## config.mk

```make
export PLATFORM = sky130hd
export DESIGN_NAME = barrel_rot_arbiter_flat
export DESIGN_NICKNAME = d
export VERILOG_FILES = /design/src/rtl/barrel_rot_arbiter_if.sv /design/src/rtl/barrel_rot_arbiter.sv /design/src/flat_wrapper.sv
export SDC_FILE = /design/constraint.sdc
export NUM_CORES = 1
export LEC_CHECK = 0
export CAP_MARGIN = 20
export CELL_PAD_IN_SITES_DETAIL_PLACEMENT = 1
export CELL_PAD_IN_SITES_GLOBAL_PLACEMENT = 2
export CORE_MARGIN = 8
export CORE_UTILIZATION = 28
export CTS_BUF_LIST = sky130_fd_sc_hd__clkbuf_16
export DETAILED_ROUTE_END_ITERATION = 7
export PLACE_DENSITY_LB_ADDON = 0.25
export SLEW_MARGIN = 20
export SYNTH_ARGS = -nofsm -noshare
export SYNTH_HDL_FRONTEND = slang
export SYNTH_SLANG_ARGS = --single-unit
```

## constraint.sdc

```tcl
create_clock -name clk -period 4.5 [get_ports clk]
set_input_delay 0.675 -clock clk [delete_from_list [all_inputs] [get_ports clk]]
set_output_delay 0.675 -clock clk [all_outputs]
set_load 0.03 [all_outputs]
```

## src/rtl/barrel_rot_arbiter_if.sv

```systemverilog
// rtl/barrel_rot_arbiter_if.sv - requester, result and counter signals of the shared rotate arbiter
interface barrel_rot_arbiter_if #(
    parameter int CNT_W = 8
);
    logic             req0_valid;
    logic             req0_ready;
    logic [7:0]       req0_data;
    logic [2:0]       req0_amt;
    logic             req0_dir;
    logic             req1_valid;
    logic             req1_ready;
    logic [7:0]       req1_data;
    logic [2:0]       req1_amt;
    logic             req1_dir;
    logic             out_valid;
    logic             out_ready;
    logic [7:0]       out_data;
    logic             out_id;
    logic [CNT_W-1:0] op_count;

    modport slave (
        input  req0_valid, req0_data, req0_amt, req0_dir,
        input  req1_valid, req1_data, req1_amt, req1_dir,
        input  out_ready,
        output req0_ready, req1_ready,
        output out_valid, out_data, out_id, op_count
    );

    modport master (
        output req0_valid, req0_data, req0_amt, req0_dir,
        output req1_valid, req1_data, req1_amt, req1_dir,
        output out_ready,
        input  req0_ready, req1_ready,
        input  out_valid, out_data, out_id, op_count
    );
endinterface

```

## src/rtl/barrel_rot_arbiter.sv

```systemverilog
// rtl/barrel_rot_arbiter.sv - round-robin sharing of one 8-bit rotate-right shifter between two requesters
module barrel_shifter_8bit (
    input  logic [7:0] data_i,
    input  logic [2:0] sel_i,
    output logic [7:0] data_o
);
    logic [15:0] dbl;

    assign dbl    = {data_i, data_i} >> sel_i;
    assign data_o = dbl[7:0];
endmodule

module barrel_rot_arbiter #(
    parameter logic RR_INIT = 1'b0,
    parameter int   CNT_W   = 8
) (
    input  logic                 clk,
    input  logic                 rst,
    barrel_rot_arbiter_if.slave  bus
);
    logic             out_valid_q, out_valid_d;
    logic [7:0]       out_data_q, out_data_d;
    logic             out_id_q, out_id_d;
    logic             ptr_q, ptr_d;
    logic [CNT_W-1:0] cnt_q, cnt_d;

    logic       slot_free;
    logic       any_valid;
    logic       grant;
    logic       accept;
    logic [7:0] g_data;
    logic [2:0] g_amt;
    logic       g_dir;
    logic [2:0] sel;
    logic [7:0] shift_out;

    assign slot_free = !out_valid_q || bus.out_ready;
    assign any_valid = bus.req0_valid || bus.req1_valid;
    // With a single requester valid, grant follows it; the pointer only breaks ties.
    assign grant     = (bus.req0_valid && bus.req1_valid) ? ptr_q : bus.req1_valid;
    assign accept    = !rst && slot_free && any_valid;

    assign bus.req0_ready = accept && !grant;
    assign bus.req1_ready = accept && grant;

    assign g_data = grant ? bus.req1_data : bus.req0_data;
    assign g_amt  = grant ? bus.req1_amt  : bus.req0_amt;
    assign g_dir  = grant ? bus.req1_dir  : bus.req0_dir;
    // Left by n equals right by (8-n) mod 8.
    assign sel    = g_dir ? (3'd0 - g_amt) : g_amt;

    barrel_shifter_8bit u_shifter (
        .data_i (g_data),
        .sel_i  (sel),
        .data_o (shift_out)
    );

    always_comb begin
        out_valid_d = out_valid_q;
        out_data_d  = out_data_q;
        out_id_d    = out_id_q;
        ptr_d       = ptr_q;
        cnt_d       = cnt_q;
        if (accept) begin
            out_valid_d = 1'b1;
            out_data_d  = shift_out;
            out_id_d    = grant;
            ptr_d       = !grant;
            cnt_d       = cnt_q + CNT_W'(1);
        end else if (bus.out_ready) begin
            out_valid_d = 1'b0;
        end
    end

    always_ff @(posedge clk or posedge rst) begin
        if (rst) begin
            out_valid_q <= 1'b0;
            out_data_q  <= 8'h00;
            out_id_q    <= 1'b0;
            ptr_q       <= RR_INIT;
            cnt_q       <= '0;
        end else begin
            out_valid_q <= out_valid_d;
            out_data_q  <= out_data_d;
            out_id_q    <= out_id_d;
            ptr_q       <= ptr_d;
            cnt_q       <= cnt_d;
        end
    end

    assign bus.out_valid = out_valid_q;
    assign bus.out_data  = out_data_q;
    assign bus.out_id    = out_id_q;
    assign bus.op_count  = cnt_q;
endmodule

```

## src/flat_wrapper.sv

```systemverilog
// flat-port wrapper written by rule: the top's interface ports become plain ports
module barrel_rot_arbiter_flat 
#(
    parameter logic RR_INIT = 1'b0,
    parameter int   CNT_W   = 8
)
  (clk, rst, bus_req0_valid, bus_req0_data, bus_req0_amt, bus_req0_dir, bus_req1_valid, bus_req1_data, bus_req1_amt, bus_req1_dir, bus_out_ready, bus_req0_ready, bus_req1_ready, bus_out_valid, bus_out_data, bus_out_id, bus_op_count);
  barrel_rot_arbiter_if #(.CNT_W(CNT_W)) bus_i ();
  input  logic clk;
  input  logic rst;
  input wire logic [$bits(bus_i.req0_valid)-1:0] bus_req0_valid;
  input wire logic [$bits(bus_i.req0_data)-1:0] bus_req0_data;
  input wire logic [$bits(bus_i.req0_amt)-1:0] bus_req0_amt;
  input wire logic [$bits(bus_i.req0_dir)-1:0] bus_req0_dir;
  input wire logic [$bits(bus_i.req1_valid)-1:0] bus_req1_valid;
  input wire logic [$bits(bus_i.req1_data)-1:0] bus_req1_data;
  input wire logic [$bits(bus_i.req1_amt)-1:0] bus_req1_amt;
  input wire logic [$bits(bus_i.req1_dir)-1:0] bus_req1_dir;
  input wire logic [$bits(bus_i.out_ready)-1:0] bus_out_ready;
  output wire logic [$bits(bus_i.req0_ready)-1:0] bus_req0_ready;
  output wire logic [$bits(bus_i.req1_ready)-1:0] bus_req1_ready;
  output wire logic [$bits(bus_i.out_valid)-1:0] bus_out_valid;
  output wire logic [$bits(bus_i.out_data)-1:0] bus_out_data;
  output wire logic [$bits(bus_i.out_id)-1:0] bus_out_id;
  output wire logic [$bits(bus_i.op_count)-1:0] bus_op_count;
  assign bus_i.req0_valid = bus_req0_valid;
  assign bus_i.req0_data = bus_req0_data;
  assign bus_i.req0_amt = bus_req0_amt;
  assign bus_i.req0_dir = bus_req0_dir;
  assign bus_i.req1_valid = bus_req1_valid;
  assign bus_i.req1_data = bus_req1_data;
  assign bus_i.req1_amt = bus_req1_amt;
  assign bus_i.req1_dir = bus_req1_dir;
  assign bus_i.out_ready = bus_out_ready;
  assign bus_req0_ready = bus_i.req0_ready;
  assign bus_req1_ready = bus_i.req1_ready;
  assign bus_out_valid = bus_i.out_valid;
  assign bus_out_data = bus_i.out_data;
  assign bus_out_id = bus_i.out_id;
  assign bus_op_count = bus_i.op_count;
  barrel_rot_arbiter #(.RR_INIT(RR_INIT), .CNT_W(CNT_W)) u_core (.clk(clk), .rst(rst), .bus(bus_i));
endmodule
```

==> run_results.csv, run 1 <==
group,metric,value,unit
yosys,synth.area.top_cells,"dfrtp_1 (35%), mux2i_1 (8.8%), mux2_2 (6.6%), nand2_1 (5.2%), o221ai_1 (5.1%)",
timing,finClkSkew,0.00309,ns
placement,pre_cts_ws,1.02,ns
hold_path,hp-class,"flip-flop to flip-flop",
yosys,ys_ff_latch,19,
floorplanning,dieHeight,85.8,microns
yosys,synth_edf_count,0,
floorplanning,initial_core_util,28.9,%
yosys,netlist.area_leader.share,34.9,%
timing,worst_slew_pin_slew,0.737,ns
placement,dp_hpwl,3530,microns
cts,postCtsResizedCells,0,
yosys,syn-instance-count,142,
routing,routedWlPerCell,16.9,microns
floorplanning,fp.dieW,85.8,microns
power,peakVddDrop,0.278,mV
yosys,synth_area,0.00136,sq mm
setup_path,crit_required,3.83,ns
setup_path,path_common_cell,"clkdlybuf4s50_1",
cts,cts_buffers,3,
routing,initialDrtViolationCount,61,
cts,clkLatencyLatePin,0.25,ns
routing,drtAntennaViolNets,0,
timing,maxSlewViolCount,0,
floorplanning,io_pins,49,
setup_path,path_cells,"clkdlybuf4s50_1 > o21bai_1 > nand2b_1 > buf_4 > nor2_1 > clkdlybuf4s50_1",
routing,via_per_inst,5.09,
placement,placed_area,0.00185,sq mm
yosys,yosys-top-cells-count,"dfrtp_1 (19), nand2_1 (19), mux2i_1 (12), o21ai_0 (10)",
layout,area_delta_synth_final,41.7,%
timing,rsz0062_at_grt,"false",
timing,fin_setup_tns,0,ns
floorplanning,row_count,25,
power,p_per_area,431,mW/mm^2
timing,period_share,77.0,%
routing,totalWireLength,4280,microns
cts,clk_pin_slew,0.05,ns
floorplanning,dieArea,0.00736,sq mm
yosys,synth_largest_area_cell,"dfrtp_1",
layout,nets,218,
setup_path,worstPathArrival,2.79,ns
yosys,synthDistinctLibCells,30,
timing,post-route-worst-setup-slack,1.03,ns
setup_path,end_kind,"output port",
timing,max_clock_freq,0.289,GHz
layout,layout-drive-gt1-share,8.02,%
cts,htree_levels,1,
timing,hold_viol,0,
timing,whs,0.471,ns
cts,clock-sinks,19,
cts,clockBufferDepth,2,
grt,grt_pass1_wl,7300,microns
yosys,synthFlopType,"dfrtp_1",
yosys,yosysWarningCount,0,
layout,design_area,0.00193,sq mm
yosys,ys_seq_area_share,34.9,%
layout,antenna_cells,0,
grt,globalRouteTotalUtil,12.2,%
timing,period_needed,3.47,ns
grt,grt_pass1_vias,1418,
floorplanning,core,0.00472,sq mm
layout,n_fill_cell,542,
cts,cts_tree,"built",
timing,setup_viol,0,
setup_path,timing.critical_path.from_type,"input pin",
yosys,synthArstFlopShare,100,%
cts,post-cts-setup-buffer-count,0,
placement,portBuffers,48,
cts,cts_hold_buffers,0,
setup_path,max_stage_delay,0.72,ns
routing,dr.pass1.iters,4,
routing,num_vias,1294,
grt,antenna_found_initial,0,
setup_path,crit_fanout,13,
setup_path,worstSetupPathType,"input pin to output port",
timing,relSlewSlack,50.8,%
outcome,status,"complete, no violations",
power,power.leakage,0.000795,uW
cts,clockRootBuffer,"clkbuf_16",
yosys,syn_area_per_cell,9.60,sq um
placement,place_congestion,0.756,
grt,overflow,0,
flow_run,max-cap-violations,0,
routing,drc,0,
yosys,synth_fp_nets,172,
grt,grt_start_max_net_pins,20,
setup_path,slowest_stage,"clkdlybuf4s50_1",
cell usage in the layout, fill, tap and decap left out, types with 3 or more instances in the layout:
master	instances
nor2_1	9
a21oi_1	4
dfrtp_1	19
mux2_2	8
xor2_1	5
o32ai_1	8
nand3_1	9
clkdlybuf4s50_1	48
mux2i_1	12
clkbuf_16	3
nand2_1	19
xnor2_1	7
o221ai_1	8
o21ai_0	10
path summary, 6_finish.rpt:
path	depth (start not counted)	slack [ns]	from	to
min in group asynchronous	2	0.88	rst	u_core.bus.out_data[3]$_DFFE_PP0P_
max	6	1.03	bus_req1_valid	bus_req1_ready
min	1	0.47	u_core.bus.op_count[7]$_DFFE_PP0P_	u_core.bus.op_count[7]$_DFFE_PP0P_
max reg2reg	4	2.72	u_core.bus.out_valid$_DFFE_PP0P_	u_core.bus.out_data[5]$_DFFE_PP0P_
max in group asynchronous	2	3.15	rst	u_core.bus.op_count[3]$_DFFE_PP0P_
min reg2reg	1	0.47	u_core.bus.op_count[7]$_DFFE_PP0P_	u_core.bus.op_count[7]$_DFFE_PP0P_
per-layer routing:
metal / global-route usage (%) / wire, microns
met5: 0 / 0
met4: 0.478 / 0
met3: 3.82 / 229
met2: 20.2 / 2030
met1: 15.7 / 2020
where the power goes:
part	leakage (uW)	internal, uW	switching (uW)	total, uW
logic	0.000516	170	213	383
clock network	0.0000423	118	60.4	178
registers	0.000237	221	51.3	272
total	0.000795	509	324	833
stage by stage:
step / utilization [%] / power [uW] / cells
after floorplan: - / 493 / 142
after global placement: 39.3 / 649 / 250
after detailed placement: 39.3 / 662 / 250
after CTS: 40.9 / 843 / 254
after global routing: 40.9 / 886 / 254
final: 40.9 / 833 / 254
logic make-up after synthesis:
| logic type | synth area share, % |
|---|---|
| mux | 15.4 |
| flops | 34.9 |
| xor+xnor | 8.90 |
| compound gates | 17.6 |
| buf+inv | 6.24 |
| fa+ha+maj | 0.917 |
| simple gates | 16.1 |
layout make-up:
type                            count  area, sq um  area share, %
Tap cell                           67         83.8           4.34
Sequential cell                    19          475           24.6
Multi-Input combinational cell    114          803           41.6
Clock buffer                        3         75.1           3.88
Clock inverter                      1         3.75          0.194
Timing Repair Buffer               49          488           25.2
Inverter                            1         3.75          0.194
worst max-delay path: cells and delay by family:
family	cells	cell delay, ns
buffers and inverters	3	1.57
AND/OR/NAND/NOR	2	0.39
AO/OA/AOI/OAI	1	0.17
registers in the layout, summed over array words and instances, names as in the netlist:
| signal | cells |
|---|---|
| u_core.bus.out_data | 8 |
| u_core.bus.op_count | 8 |
| u_core.ptr_q | 1 |
| u_core.bus.out_valid | 1 |
| u_core.bus.out_id | 1 |
No activity file was read; power rests on OpenSTA's default activity.
==> inputs of run 2 (changes only) <==
--- a/config.mk
+++ b/config.mk
@@ -9,7 +9,7 @@
 export CELL_PAD_IN_SITES_DETAIL_PLACEMENT = 1
 export CELL_PAD_IN_SITES_GLOBAL_PLACEMENT = 2
 export CORE_MARGIN = 8
-export CORE_UTILIZATION = 28
+export CORE_UTILIZATION = 23
 export CTS_BUF_LIST = sky130_fd_sc_hd__clkbuf_16
 export DETAILED_ROUTE_END_ITERATION = 7
 export PLACE_DENSITY_LB_ADDON = 0.25
==> constraint.sdc (replaced) <==
create_clock -name clk -period 3.1 [get_ports clk]
set_input_delay 0.465 -clock clk [delete_from_list [all_inputs] [get_ports clk]]
set_output_delay 0.465 -clock clk [all_outputs]
set_load 0.03 [all_outputs]
==> run_results.csv, run 2 (same netlist as run 1, synthesis figures left out) <==
group,metric,value,unit
hold_path,min_to,"u_core.bus.out_id$_DFFE_PP0P_",
setup_path,timing.critical_path.from_type,"input pin",
placement,dp_hpwl,3530,microns
setup_path,end_kind,"output port",
timing,period_share,82.3,%
timing,fin_setup_tns,0,ns
grt,grt_pass1_vias,1384,
floorplanning,row_count,28,
grt,grt_pass1_wl,7210,microns
cts,clkLatencyLatePin,0.25,ns
setup_path,crit_fanout,13,
layout,nets,219,
layout,final_cell_mix,"clkdlybuf4s50_1 (46), nand2_1 (19), dfrtp_1 (19)",
setup_path,reg2reg_to,"u_core.bus.out_data[2]$_DFFE_PP0P_",
routing,num_vias,1274,
cts,clockRootBuffer,"clkbuf_16",
routing,totalWireLength,4350,microns
cts,postCtsResizedCells,0,
setup_path,worstPathArrival,2.09,ns
setup_path,crit-reg2reg-launch,"u_core.bus.out_valid$_DFFE_PP0P_",
setup_path,max_stage_delay,0.45,ns
setup_path,worstSetupPathType,"input pin to output port",
timing,hold_viol,0,
grt,antenna_found_initial,0,
outcome,status,"complete, no violations",
hold_path,whs_path_depth,1,
power,peakVddDrop,0.308,mV
timing,period_needed,2.55,ns
cts,cts_buffers,3,
power,intPower,739,uW
cts,cts_tree,"built",
routing,drtAntennaViolNets,0,
placement,place_congestion,0.740,
hold_path,min_from,"u_core.bus.out_id$_DFFE_PP0P_",
routing,drc,0,
layout,final_common_cell,"clkdlybuf4s50_1",
timing,rsz0062_at_grt,"false",
routing,routedWlPerCell,16.5,microns
timing,relSlewSlack,51.6,%
cts,clk_pin_slew,0.05,ns
setup_path,crit_required,2.63,ns
layout,utilization,33.5,%
layout,n_fill_cell,682,
power,p_sw_share,38.6,%
setup_path,crit_start,"bus_req1_valid",
floorplanning,io_pins,49,
layout,antenna_cells,0,
power,clkPwrFrac,21.7,%
routing,via_per_inst,4.84,
floorplanning,dieArea,0.00865,sq mm
flow_run,max-cap-violations,0,
timing,setup_viol,0,
setup_path,reg2reg_slack,1.36,ns
cts,htree_levels,1,
placement,portBuffers,48,
routing,dr.pass1.iters,4,
setup_path,r2r_cells,4,
power,power.leakage,0.000802,uW
layout,layout-drive-gt1-share,10.1,%
timing,finClkSkew,0.000573,ns
timing,maxSlewViolCount,0,
floorplanning,fp.dieW,93.0,microns
power,seqPwrFrac,32.3,%
grt,globalRouteTotalUtil,10.3,%
setup_path,slowest_stage,"clkdlybuf4s50_1",
timing,worst_slew_pin_slew,0.725,ns
power,p_switching,465,uW
cts,post-cts-setup-buffer-count,0,
floorplanning,dieHeight,93.0,microns
hold_path,hp-class,"flip-flop to flip-flop",
floorplanning,initial_core_util,23.5,%
floorplanning,core,0.00582,sq mm
cts,clock-sinks,19,
setup_path,path_cells,"clkdlybuf4s50_1 > buf_4 > o21bai_1 > nand2b_1 > nor2_1 > buf_4",
power,p_per_area,619,mW/mm^2
layout,area_delta_synth_final,42.8,%
timing,max_clock_freq,0.392,GHz
cts,cts_hold_buffers,0,
cts,clockBufferDepth,2,
power,pwr-share-comb,46.0,%
routing,initialDrtViolationCount,55,
grt,grt_start_max_net_pins,20,
grt,overflow,0,
setup_path,path_common_cell,"buf_4",
==> run 2: power groups by stage <==
stage          clock (uW)  sequential (uW)  combinational [uW]
4_1_cts               271              393                 563
3_5_place_dp            0              397                 560
6_report              262              389                 554
2_1_floorplan           0              519                 197
3_3_place_gp            0              392                 553
5_1_grt               283              402                 598
==> run 2: routing by layer <==
layer / part of all wire (%) / vias to the layer above / global-route usage, %
li1: - / 618 / -
met1: 45 / 605 / 12.7
met2: 46 / 47 / 17.0
met3: 7.1 / 4 / 3.61
met4: 1.0 / 0 / 2.01
met5: 0 / - / 0
==> run 2: worst max-delay path: cells and delay by family <==
| family | cells | cell delay, ns |
|---|---|---|
| buffers and inverters | 3 | 0.82 |
| AND/OR/NAND/NOR | 2 | 0.67 |
| AO/OA/AOI/OAI | 1 | 0.12 |
==> run 2: per-stage QoR <==
| step | cell area [sq um] | std cells | hold WS (ns) | total power (uW) | setup WS (ns) |
|---|---|---|---|---|---|
| 6_report | 1950 | 263 | 0.478 | 1200 | 0.550 |
| 5_1_grt | 1950 | 263 | 0.503 | 1280 | 0.339 |
| 4_1_cts | 1950 | 263 | 0.486 | 1230 | 0.525 |
| 3_5_place_dp | 1870 | 259 | 0.472 | 957 | 0.527 |
| 3_3_place_gp | 1870 | 259 | 0.462 | 945 | 0.602 |
| 2_1_floorplan | 1360 | 142 | 0.416 | 716 | 1.18 |
==> run 2: worst max path at each step <==
stage / endpoint / slack, ns / cells after the start
floorplan: bus_req0_ready / 1.18 / 4
global placement: bus_req1_ready / 0.60 / 6
detailed placement: bus_req1_ready / 0.53 / 6
CTS: bus_req1_ready / 0.53 / 6
global route: bus_req1_ready / 0.34 / 6
finish: bus_req1_ready / 0.55 / 6
==> run 2: layout make-up <==
cell class / instances / area [sq um] / area share, %
clock inverters: 1 / 5.00 / 0.257
flip-flops and latches: 19 / 475 / 24.4
clock buffers: 3 / 75.1 / 3.86
well taps: 75 / 93.8 / 4.82
multi-input cells: 114 / 803 / 41.3
repair buffers: 50 / 490 / 25.2
inverters: 1 / 3.75 / 0.193
==> inputs of run 3 (changes only) <==
--- a/config.mk
+++ b/config.mk
@@ -9,7 +9,7 @@
 export CELL_PAD_IN_SITES_DETAIL_PLACEMENT = 1
 export CELL_PAD_IN_SITES_GLOBAL_PLACEMENT = 2
 export CORE_MARGIN = 8
-export CORE_UTILIZATION = 23
+export CORE_UTILIZATION = 26
 export CTS_BUF_LIST = sky130_fd_sc_hd__clkbuf_16
 export DETAILED_ROUTE_END_ITERATION = 7
 export PLACE_DENSITY_LB_ADDON = 0.25
==> constraint.sdc (replaced) <==
create_clock -name clk -period 2.43 [get_ports clk]
set_input_delay 0.3645 -clock clk [delete_from_list [all_inputs] [get_ports clk]]
set_output_delay 0.3645 -clock clk [all_outputs]
set_load 0.03 [all_outputs]
==> run_results.csv, run 3 (same netlist as run 1, synthesis figures left out) <==
group,metric,value,unit
placement,pre_cts_ws,0.206,ns
timing,finClkSkew,0.00150,ns
floorplanning,fp.dieW,88.4,microns
setup_path,crit_required,2.07,ns
hold_path,whs_path_depth,1,
routing,via_per_inst,4.89,
timing,fin_setup_tns,0,ns
timing,max_clock_freq,0.468,GHz
layout,antenna_cells,0,
timing,post-route-worst-setup-slack,0.293,ns
cts,htree_levels,1,
layout,layout-drive-gt1-share,12.0,%
cts,postCtsResizedCells,0,
floorplanning,io_pins,49,
power,p_per_area,787,mW/mm^2
cts,cts_buffers,3,
layout,regArea,475,sq um
setup_path,path_cells,"clkdlybuf4s50_1 > o21bai_1 > nand2b_1 > buf_4 > nor2_1 > buf_4",
floorplanning,core,0.00507,sq mm
floorplanning,dieHeight,88.4,microns
layout,nets,223,
layout,n_fill_cell,611,
routing,drtAntennaViolNets,0,
timing,whs,0.469,ns
setup_path,worstSetupPathType,"input pin to output port",
setup_path,worstPathArrival,1.77,ns
setup_path,reg2reg_slack,0.71,ns
layout,final_common_cell,"clkdlybuf4s50_1",
setup_path,path_delay_family,"buffers and inverters",
flow_run,max-cap-violations,0,
grt,antenna_found_initial,0,
setup_path,r2r_cells,4,
placement,portBuffers,48,
placement,placed_area,0.00189,sq mm
routing,totalWireLength,4260,microns
cts,clk_pin_slew,0.05,ns
setup_path,end_kind,"output port",
grt,globalRouteTotalUtil,11.2,%
setup_path,max_stage_delay,0.53,ns
cts,cts_tree,"built",
grt,grt_pass1_vias,1379,
floorplanning,initial_core_util,26.9,%
cts,clockBufferDepth,2,
timing,maxSlewViolCount,0,
hold_path,min_to,"u_core.bus.op_count[7]$_DFFE_PP0P_",
timing,period_share,87.9,%
power,intPower,950,uW
grt,overflow,0,
power,p_sw_share,38.8,%
cts,post-cts-setup-buffer-count,0,
routing,drc,0,
layout,area_delta_synth_final,44.5,%
routing,num_vias,1281,
hold_path,min_from,"u_core.bus.op_count[7]$_DFFE_PP0P_",
grt,grt_start_max_net_pins,20,
power,seqPwrFrac,32.1,%
setup_path,crit-reg2reg-launch,"u_core.bus.out_valid$_DFFE_PP0P_",
setup_path,slowest_stage,"clkdlybuf4s50_1",
power,power.leakage,0.000820,uW
timing,hold_viol,0,
hold_path,hp-class,"flip-flop to flip-flop",
timing,relSlewSlack,50.9,%
floorplanning,row_count,26,
setup_path,crit_buf_inv,3,
cts,clockRootBuffer,"clkbuf_16",
layout,multi_input_area,803,sq um
placement,dp_hpwl,3440,microns
grt,grt_pass1_wl,6930,microns
routing,routedWlPerCell,16.3,microns
layout,design_area,0.00197,sq mm
setup_path,timing.critical_path.from_type,"input pin",
timing,worst_slew_pin_slew,0.736,ns
power,p_switching,601,uW
cts,clock-sinks,19,
power,peakVddDrop,0.578,mV
timing,period_needed,2.14,ns
cts,clkLatencyLatePin,0.25,ns
timing,rsz0062_at_grt,"false",
power,pwr-share-comb,46.2,%
setup_path,reg2reg_to,"u_core.bus.out_data[7]$_DFFE_PP0P_",
setup_path,path_common_cell,"buf_4",
setup_path,crit_fanout,9,
timing,setup_viol,0,
outcome,status,"complete, no violations",
layout,final_cell_mix,"clkdlybuf4s50_1 (46), nand2_1 (19), dfrtp_1 (19)",
floorplanning,dieArea,0.00782,sq mm
cts,cts_hold_buffers,0,
routing,initialDrtViolationCount,26,
power,clkPwrFrac,21.7,%
placement,place_congestion,0.751,
routing,dr.pass1.iters,4,
[run 3: worst max path at each step]
stage	cells after the start	end	start	slack, ns
floorplan	6	bus_req0_ready	u_core.ptr_q$_DFFE_PP0P_	0.66
finish	6	bus_req0_ready	bus_req0_valid	0.29
global placement	6	u_core.bus.out_data[6]$_DFFE_PP0P_	bus_req0_amt[0]	0.23
CTS	6	bus_req0_ready	bus_req0_valid	0.27
global route	6	bus_req0_ready	bus_req0_valid	0.21
detailed placement	5	u_core.bus.out_data[7]$_DFFE_PP0P_	bus_req0_valid	0.21
[run 3: metrics by stage]
stage / util (%) / power [uW] / cells
floorplan: - / 913 / 142
global placement: 37.3 / 1210 / 258
detailed placement: 37.3 / 1230 / 258
CTS: 38.8 / 1580 / 262
global route: 38.8 / 1650 / 262
finish: 38.8 / 1550 / 262
[run 3: power by group through the flow]
stage | sequential (uW) | combinational [uW] | clock (uW)
final | 498 | 717 | 337
after global routing | 512 | 772 | 363
after detailed placement | 502 | 726 | 0
after global placement | 498 | 710 | 0
after floorplan | 662 | 251 | 0
after CTS | 498 | 729 | 349
[run 3: per-layer routing]
layer | up-vias | global-route usage (%) | wire (microns)
met5 | - | 0 | 0
met4 | 0 | 0.922 | 12
met3 | 2 | 4.74 | 359
met2 | 33 | 18.7 | 1990
met1 | 620 | 13.5 | 1900
li1 | 626 | - | -
[run 3: final cells by class]
| class | instances | area share, % |
|---|---|---|
| timing repair buffer | 54 | 26.4 |
| clock buffer | 3 | 3.81 |
| inverter | 1 | 0.190 |
| sequential | 19 | 24.1 |
| clock inverter | 1 | 0.254 |
| tap | 70 | 4.44 |
| multi-input combinational | 114 | 40.8 |
